## src/rtl/bwp30p140lvt_pwr_pkg.sv

```systemverilog
// Shared types and default sizing for the ring-oscillator power-switch controller.
package bwp30p140lvt_pwr_pkg;

  typedef enum logic [1:0] {
    PS_OFF,
    PS_RAMP,
    PS_ON
  } pwr_state_e;

  localparam int unsigned DEF_N_SEG       = 4;
  localparam int unsigned DEF_STEP_CYCLES = 1;

endpackage

```

## src/rtl/lvt_gate_decode.sv

```systemverilog
// INVD2 + AN2D2 gate function: inverted power enable gated by the stress-mode inverse.
module lvt_gate_decode (
  input  logic en_power_rosc,
  input  logic meas_stress,
  output logic sel_power_off,
  output logic gate_off,
  output logic en_chain
);

  always_comb begin
    sel_power_off = ~en_power_rosc;
    gate_off      = sel_power_off & ~meas_stress;
    en_chain      = ~meas_stress | sel_power_off;
  end

endmodule

```

## src/rtl/bwp30p140lvt_pwr_switch.sv

```systemverilog
// Power-switch sequencer: segments ramp on one per STEP_CYCLES, all drop together.
module bwp30p140lvt_pwr_switch
  import bwp30p140lvt_pwr_pkg::*;
#(
  parameter int unsigned N_SEG       = DEF_N_SEG,
  parameter int unsigned STEP_CYCLES = DEF_STEP_CYCLES
) (
  input  logic             clk,
  input  logic             rst,
  input  logic             en_power_rosc,
  input  logic             meas_stress,
  output logic             sel_power_off,
  output logic             en_chain,
  output logic [N_SEG-1:0] seg_on,
  output logic             pwr_good
);

  localparam int unsigned CW = $clog2(STEP_CYCLES) + 1;
  localparam logic [CW-1:0] CNT_LAST = CW'(STEP_CYCLES - 1);

  logic       en_power_rosc_r;
  logic       meas_stress_r;
  logic       gate_off_r;
  logic       req_on;
  logic       unused_gate_off;
  logic       unused_sel_r;
  logic       unused_chain_r;
  pwr_state_e state;
  logic [CW-1:0] cnt;

  // Raw-input copy drives the combinational outputs, unaffected by reset.
  lvt_gate_decode u_gate_raw (
    .en_power_rosc (en_power_rosc),
    .meas_stress   (meas_stress),
    .sel_power_off (sel_power_off),
    .gate_off      (unused_gate_off),
    .en_chain      (en_chain)
  );

  lvt_gate_decode u_gate_reg (
    .en_power_rosc (en_power_rosc_r),
    .meas_stress   (meas_stress_r),
    .sel_power_off (unused_sel_r),
    .gate_off      (gate_off_r),
    .en_chain      (unused_chain_r)
  );

  assign req_on = ~gate_off_r;

  always_ff @(posedge clk) begin
    if (rst) begin
      en_power_rosc_r <= 1'b0;
      meas_stress_r   <= 1'b0;
      state           <= PS_OFF;
      cnt             <= '0;
      seg_on          <= '0;
      pwr_good        <= 1'b0;
    end else begin
      en_power_rosc_r <= en_power_rosc;
      meas_stress_r   <= meas_stress;
      unique case (state)
        PS_OFF: begin
          seg_on   <= '0;
          pwr_good <= 1'b0;
          if (req_on) begin
            state  <= PS_RAMP;
            seg_on <= N_SEG'(1);
            cnt    <= '0;
          end
        end
        PS_RAMP: begin
          if (!req_on) begin
            state    <= PS_OFF;
            seg_on   <= '0;
            pwr_good <= 1'b0;
          end else if (seg_on[N_SEG-1]) begin
            state    <= PS_ON;
            pwr_good <= 1'b1;
          end else if (cnt == CNT_LAST) begin
            // Thermometer fill: next bit up, earlier bits held.
            seg_on <= seg_on | (seg_on << 1);
            cnt    <= '0;
          end else begin
            cnt <= cnt + CW'(1);
          end
        end
        PS_ON: begin
          if (!req_on) begin
            state    <= PS_OFF;
            seg_on   <= '0;
            pwr_good <= 1'b0;
          end else begin
            seg_on   <= '1;
            pwr_good <= 1'b1;
          end
        end
        default: begin
          state    <= PS_OFF;
          seg_on   <= '0;
          pwr_good <= 1'b0;
        end
      endcase
    end
  end

endmodule

```

## config.mk

```make
export PLATFORM = sky130hd
export DESIGN_NAME = bwp30p140lvt_pwr_switch
export DESIGN_NICKNAME = d
export VERILOG_FILES = /design/src/rtl/bwp30p140lvt_pwr_pkg.sv /design/src/rtl/lvt_gate_decode.sv /design/src/rtl/bwp30p140lvt_pwr_switch.sv
export SDC_FILE = /design/constraint.sdc
export NUM_CORES = 1
export LEC_CHECK = 0
export CAP_MARGIN = 20
export CORE_AREA = 2 2 39 41
export DETAILED_ROUTE_END_ITERATION = 16
export DIE_AREA = 0 0 41 43
export PLACE_DENSITY = 0.57
export SYNTH_ARGS = -nofsm -noshare
export SYNTH_HDL_FRONTEND = slang
export SYNTH_SLANG_ARGS = --single-unit
```

## constraint.sdc

```tcl
create_clock -name clk -period 3 [get_ports clk]
set_clock_uncertainty 0.05 [all_clocks]
set_input_delay 0.45 -clock clk [delete_from_list [all_inputs] [get_ports clk]]
set_output_delay 0.45 -clock clk [all_outputs]
set_load 0.005 [all_outputs]
```

; Word-level counts from Yosys, hierarchy flattened
; Index checks and enable logic that the tools add are counted.
[totals]
wordCells = 49
output_inout_bits = 7
register_bits = 10
[classes]
muxes = 20
bitwise = 7
n_addsub = 1
n_eq_ne = 9
n_reduce_logical = 5
[ops]
columns = op, n
row1 = 4-bit two-way mux, 4
row2 = 4-bit one-hot mux with 3 select lines, 1
row3 = 3-bit != test (second input constant), 3
row4 = 1-bit two-way mux, 8
row5 = 2-bit two-way mux, 4
row6 = 2-bit != test (second input constant), 4
row7 = 2-bit one-hot mux with 3 select lines, 1
row8 = 1-bit inverter, 4
row9 = 4-bit OR, 1
row10 = 1-bit one-hot mux with 2 select lines, 2
row11 = 4-bit AND reduction, 1
row12 = 3-bit AND reduction, 1
row13 = 2-bit by 1-bit == test with 1-bit output (second input constant), 1
row14 = 2-bit == test (second input constant), 1
row15 = 2-bit zero test, 1
row16 = 2-bit AND reduction, 1
row17 = 2-bit nonzero test, 1
row18 = 1-bit adder (second input constant), 1
row19 = 1-bit AND, 1
row20 = 1-bit OR, 1

; Depth between registers and ports, before layout
; Gate-level depths: netlist of the first run.
[depth]
word_depth = 5
ltp_mapped = 6
depth_no_buf = 5

; By module
; A second synthesis of the first run with hierarchy kept.
[unflattened]
hier_cells = 52
area_unflattened_um2 = 465.4
[by_module_without_submodules]
columns = module, instances, area_each_um2, seq_area_each_um2, cells_each
row1 = bwp30p140lvt_pwr_switch, 1, 442.9, 180.2, 46
row2 = lvt_gate_decode, 2, 11.3, 0.0, 3

; Least setup slack after synthesis of the first run
; Ideal clock, no wire load.
[synth_timing]
path_kind = register -> register
startpoint = reg state[0]
endpoint = reg state[0]
required_time_ps = 2876
stages_incl_launch_ff = 6
path_slack_ps = 1443
n_path_buf = 1
t_arrival_ps = 1433
path_cell_list = dfxtp_1 > inv_1 > ha_1 > clkbuf_1 > or4b_1 > a31oi_1
[synth_between]
elab_chain_len = 3
word_cells_on_any_way = 8
[synth_rtl]
columns = element, line
row1 = "start, declared", bwp30p140lvt_pwr_switch.sv:28  ; pwr_state_e state;
row2 = "start signal, assigned", bwp30p140lvt_pwr_switch.sv:54  ; state <= PS_OFF;
row3 = "start signal, assigned", bwp30p140lvt_pwr_switch.sv:66  ; state <= PS_RAMP;
row4 = "start signal, assigned", bwp30p140lvt_pwr_switch.sv:73  ; state <= PS_OFF;
row5 = 2-bit by 1-bit == test with 1-bit output (tied with other cells), bwp30p140lvt_pwr_switch.sv:61  ; unique case (state)
row6 = 3-bit != test (no line) / 2-bit != test (equally long branches), --
row7 = 3-bit AND reduction (no line), --
; Several ways; a longest one is shown, not always the timed one.
; A chain may end at the register's enable or synchronous reset.

; Worst setup path in the final report of the first run
[layout_timing]
startpoint = in en_power_rosc
endpoint = out sel_power_off
[layout_between]
elab_chain_len = 1
[layout_rtl]
columns = element, line
row1 = "start, declared", bwp30p140lvt_pwr_switch.sv:10  ; input logic en_power_rosc,
row2 = 1-bit inverter, lvt_gate_decode.sv:11  ; sel_power_off = ~en_power_rosc;
row3 = "end, declared", bwp30p140lvt_pwr_switch.sv:12  ; output logic sel_power_off,
; No other way between the ends.

==> qor.yml, run 1 <==
setup_path:
  crit_type: "in2out"
  crit_top_cell: "clkdlybuf4s50_1"
  crit_buf_inv: 3
  slowest_stage: "clkdlybuf4s50_1"
  crit_chain: "clkdlybuf4s50_1, inv_1, clkdlybuf4s50_1"
  start_kind: "input pin"
  worst-path-stages: 3
  crit_arrival_ps: 1440
  crit_family: "buffers and inverters"
  r2r_slack_ps: 1300
  critPathMaxStageDelay_ps: 490
  end_kind: "output port"
  critical_path.endpoint: "sel_power_off"
  required_ps: 2500
  r2r-start: "state[1]$_SDFFE_PP0P_"
  worstRegToRegCells: 5
  critPathLaunch: "en_power_rosc"
  cp_max_fo: 2
  r2r-end: "state[0]$_SDFFE_PP0P_"
drt:
  wl_um: 958
  route.detailed.drc: 0
  ant_nets: 0
  drt_iter0_drc: 5
  drt_pre_antenna_iters: 4
  num_vias: 423
  via_per_inst: 5.288
  routedWlPerCell_um: 11.98
clock_tree:
  postCtsSetupBuffers: 0
  cts.path.max_buffers: 2
  hold_buffers: 0
  clock-root-buffer: "clkbuf_4"
  post_cts_resized: 0
  path_clk_slew_ps: 60
  numClockSinks: 9
  h-tree-depth: 1
  cts_tree: "yes"
  cts_buffers: 3
  clkLatencyLatePin_ps: 260
sta:
  fin_crit_ps: 1940
  relSlewSlack: 0.7223
  hold_violations: 0
  worst_slew_pin_slew_ps: 415.7
  tns_ps: 0
  fmax_mhz: 515.5
  final-setup-viol-count: 0
  fin_crit_sh: 0.6466
  rsz0062_at_grt: "no"
  slew_viol_final: 0
floorplan:
  die_h_um: 43
  start_util: 0.3427
  dieArea_um2: 1763
  core_um2: 1384
  row_count: 14
  fp.dieW_um: 41
  io_pins: 11
finish:
  layout-drive-gt1-share: 0.1250
  fin_area_um2: 613.1
  layout.nets: 73
  mostFrequentLayoutCells: "clkdlybuf4s50_1, dfxtp_1, inv_1, nand2_1, ha_1"
  final_common_cell: "clkdlybuf4s50_1"
  area_growth_pct: 29.29
  fin_cells: 80
  utilization: 0.4430
  antenna_cells: 0
pwr:
  p_per_area_nw_per_um2: 444.3
  ir_drop_uv: 186.2
  power_leakage_nw: 0.2222
  total_power_mw: 0.2724
grt:
  grt_pass1_wl_um: 1642
  grt_usage: 0.1406
  antenna_found_initial: 0
  grt_max_degree: 11
  first_global_vias: 386
  grt_overflow: 0
synth:
  netlist_area_um2: 474.2
  ys_seq_area_frac: 0.3799
  yosys_warnings: 0
  ys_ff_latch: 9
  syn-num-nets: 60
  synth_area_per_cell_um2: 9.119
  synth_cell_type_count: 25
  synthCells: 52
placement:
  placed_area_um2: 586.8
  routabilityCongestion: 0.7823
  dp_hpwl_um: 702.9
  dp.cells: 76
  port_buffers: 10
worst_hold_path:
  holdCritStartpoint: "seg_on[1]$_SDFFE_PP0P_"
  hold_path_class: "reg2reg"
run:
  cap_violations: 0
status:
  outcome: "complete, no violations"
[registers in the layout, indices dropped and copies added, names as in the netlist]
name             count
state                2
en_power_rosc_r      1
meas_stress_r        1
seg_on               4
pwr_good             1
[area by class of cell]
cell class	count	area, um2
Fill cell	139	770.7
Multi-Input combinational cell	37	271.5
Sequential cell	9	180.2
Timing Repair Buffer	10	100.1
Clock buffer	4	26.28
Tap cell	16	20.02
Inverter	4	15.01
[synthesized netlist by cell type, drive strengths merged]
cell type	instances	area share
dfxtp	9	0.38
ha	4	0.11
inv	4	0.032
nand2	4	0.032
nor2	3	0.024
nor2b	3	0.040
o221ai	3	0.055
a21oi	2	0.021
clkbuf	2	0.016
nand3	2	0.021
nor3	2	0.021
a2111oi	1	0.018
a21bo	1	0.021
a31oi	1	0.013
and2b	1	0.018
mux2i	1	0.021
o21a	1	0.016
o21ai	1	0.011
o21ba	1	0.021
o22a	1	0.021
o311ai	1	0.018
o31a	1	0.021
o41ai	1	0.018
or3	1	0.013
or4b	1	0.021
[worst min-delay path by stage]
stage                     depth (start not counted)                      to
final                                             2  seg_on[1]$_SDFFE_PP0P_
after global routing                              2  seg_on[1]$_SDFFE_PP0P_
after CTS                                         2  seg_on[2]$_SDFFE_PP0P_
after detailed placement                          2  seg_on[2]$_SDFFE_PP0P_
after global placement                            2  seg_on[2]$_SDFFE_PP0P_
after floorplan                                   2  seg_on[2]$_SDFFE_PP0P_
[worst reg2reg max path, cell delays in order, from the launching register on]
cell and delay [ps]:
dfxtp_1 370, inv_1 80, ha_1 270, nor2b_1 230
or4b_1 470, a31oi_1 160
[report_power, final]
group | switching, mW | internal (mW) | total, mW | leakage, nW
Clock | 0.0451 | 0.0514 | 0.0965 | 0.0150
Sequential | 0.00595 | 0.125 | 0.131 | 0.0735
Combinational | 0.0210 | 0.0241 | 0.0451 | 0.134
Total | 0.0720 | 0.200 | 0.272 | 0.222
[logic make-up (layout without fill, tap and decap cells)]
kind of cell	after synthesis	in the layout	share of synthesized area
adder cells (fa/ha/maj)	4	4	0.1055
multiplexers	1	1	0.02111
AO/OA/AOI/OAI	15	15	0.2560
AND/OR/NAND/NOR	17	17	0.1900
buffers and inverters	6	18	0.04749
flip-flops	9	9	0.3799
[layer usage]
| metal | wire [um] | global-route usage | share of wire | vias up |
|---|---|---|---|---|
| met2 | 448 | 0.2000 | 0.47 | 11 |
| met4 | 25 | 0.08000 | 0.026 | 0 |
| li1 | - | - | - | 213 |
| met3 | 44 | 0.06283 | 0.046 | 4 |
| met5 | 0 | 0 | 0 | - |
| met1 | 438 | 0.1672 | 0.46 | 195 |
[metrics by stage]
step                setup slack, ps  hold WS [ps]
floorplan                      1443         419.8
global placement               1071         427.8
detailed placement             1056         436.4
CTS                            1048         448.3
global route                  994.5         485.0
finish                         1060         443.8
Note: power is estimated with default switching activity, not from simulation.
==> run 2, diff against run 1 <==
==> constraint.sdc (replaced) <==
create_clock -name clk -period 1.9 [get_ports clk]
set_clock_uncertainty 0.05 [all_clocks]
set_input_delay 0.285 -clock clk [delete_from_list [all_inputs] [get_ports clk]]
set_output_delay 0.285 -clock clk [all_outputs]
set_load 0.005 [all_outputs]
==> run 2 against run 1 <==
Via count is 1.2% higher. Flip-flop and latch count stayed put. Sequential power is 58% higher. Register-to-register slack worse by 1000 ps. First-iteration DRC count is 60% higher. Clock-buffer cell count is 1 lower. Largest power group unchanged. Wire length is 5.1% higher. Hold slack worse by 1.4 ps. Global-route usage is 1.2 points higher. Critical path depth is 1 higher. Non-clock buffer count is 1 higher. Largest cell class unchanged. Design area is 1.4% higher.
==> qor.yml, run 2 (synthesis gave the netlist of run 1 again) <==
status:
  outcome: "complete, no violations"
clock_tree:
  cts_buffers: 3
  clkLatencyLatePin_ps: 260
  postCtsSetupBuffers: 0
  clock-root-buffer: "clkbuf_4"
  cts.path.max_buffers: 2
  path_clk_slew_ps: 60
  h-tree-depth: 1
  post_cts_resized: 0
  numClockSinks: 9
  hold_buffers: 0
  cts_tree: "yes"
placement:
  post-place-ws_ps: 282.9
  port_buffers: 10
  routabilityCongestion: 0.7847
  dp_hpwl_um: 771.7
grt:
  grt_pass1_wl_um: 1807
  grt_max_degree: 11
  grt_overflow: 0
  antenna_found_initial: 0
  first_global_vias: 421
  grt_usage: 0.1528
pwr:
  total_power_mw: 0.4284
  power_leakage_nw: 0.2301
  p_per_area_nw_per_um2: 688.9
  ir_drop_uv: 391.5
finish:
  largest_registers: "seg_on x4, state x2"
  mostFrequentLayoutCells: "clkdlybuf4s50_1, dfxtp_1, inv_1, nand2_1, ha_1"
  largest_reg_flops: 4
  largest_register: "seg_on"
  area_growth_pct: 31.13
  antenna_cells: 0
  layout.nets: 74
  final_common_cell: "clkdlybuf4s50_1"
  layout-drive-gt1-share: 0.1538
setup_path:
  r2r-start: "state[0]$_SDFFE_PP0P_"
  cp_max_fo: 9
  r2r-end: "state[0]$_SDFFE_PP0P_"
  critical_path.endpoint: "state[0]$_SDFFE_PP0P_"
  end_kind: "flip-flop"
  required_ps: 2040
  crit_buf_inv: 1
  crit_arrival_ps: 1770
  slowest_stage: "or4b_1"
  start_kind: "flip-flop"
  worst-path-stages: 4
  worstRegToRegCells: 4
  r2r_slack_ps: 270
  crit_chain: "inv_1, ha_1, or4b_1, a31oi_1"
  critPathMaxStageDelay_ps: 550
  critPathLaunch: "state[0]$_SDFFE_PP0P_"
  crit_family: "simple AND/OR/NAND/NOR gates"
  crit_type: "reg2reg"
sta:
  fin_crit_sh: 0.8602
  fin_crit_ps: 1634
  rsz0062_at_grt: "no"
  fmax_mhz: 611.8
  relSlewSlack: 0.7217
  hold_violations: 0
  worst_slack_ps: 265.6
  tns_ps: 0
  slew_viol_final: 0
  final-setup-viol-count: 0
  worst_slew_pin_slew_ps: 416.6
  whs_ps: 442.4
drt:
  routedWlPerCell_um: 12.43
  drt_pre_antenna_iters: 4
  wl_um: 1007
  num_vias: 428
  drt_iter0_drc: 8
  route.detailed.drc: 0
  via_per_inst: 5.284
  ant_nets: 0
run:
  cap_violations: 0
worst_hold_path:
  hold_path_class: "reg2reg"
floorplan:
  row_count: 14
  core_um2: 1384
  start_util: 0.3427
  die_h_um: 43
  fp.dieW_um: 41
  dieArea_um2: 1763
  io_pins: 11
-- run 2: layer usage --
metal	vias up	global-route usage	wire [um]
met4	0	0.06000	8
met3	2	0.07853	51
met1	197	0.1806	448
met2	11	0.2250	498
li1	218	-	-
met5	-	0	0
-- run 2: how the worst min path moves through the flow --
stage | from | endpoint | slack (ps) | cells after the start
after floorplan | meas_stress | meas_stress_r$_SDFF_PP0_ | 360 | 1
after global routing | seg_on[1]$_SDFFE_PP0P_ | seg_on[1]$_SDFFE_PP0P_ | 470 | 2
after detailed placement | seg_on[2]$_SDFFE_PP0P_ | seg_on[2]$_SDFFE_PP0P_ | 430 | 2
after CTS | seg_on[2]$_SDFFE_PP0P_ | seg_on[2]$_SDFFE_PP0P_ | 440 | 2
final | seg_on[2]$_SDFFE_PP0P_ | seg_on[2]$_SDFFE_PP0P_ | 440 | 2
after global placement | seg_on[1]$_SDFFE_PP0P_ | seg_on[1]$_SDFFE_PP0P_ | 430 | 2
-- run 2: through the flow --
stage / cell area [um2] / std cells / util
2_1_floorplan: 474.2 / 52 / -
3_3_place_gp: 594.3 / 77 / 0.4295
3_5_place_dp: 594.3 / 77 / 0.4295
4_1_cts: 621.8 / 81 / 0.4494
5_1_grt: 621.8 / 81 / 0.4494
6_report: 621.8 / 81 / 0.4494
-- run 2: layout make-up --
type,count,area [um2]
tap,16,20.02
timing repair buffer,11,107.6
inverter,4,15.01
clock inverter,1,5.005
multi-input combinational,37,271.5
fill,141,762.0
sequential,9,180.2
clock buffer,3,22.52
-- run 2: where the power goes --
| group | switching (mW) | total (mW) | internal, mW |
|---|---|---|---|
| clock network | 0.0680 | 0.146 | 0.0777 |
| registers | 0.0103 | 0.207 | 0.197 |
| logic | 0.0346 | 0.0754 | 0.0408 |
-- run 2: tightest hold or removal path, delay by kind of cell, from the launching register on --
family	cells	cell delay (ps)
AND/OR/NAND/NOR	1	60
flip-flops	1	320
AO/OA/AOI/OAI	1	50
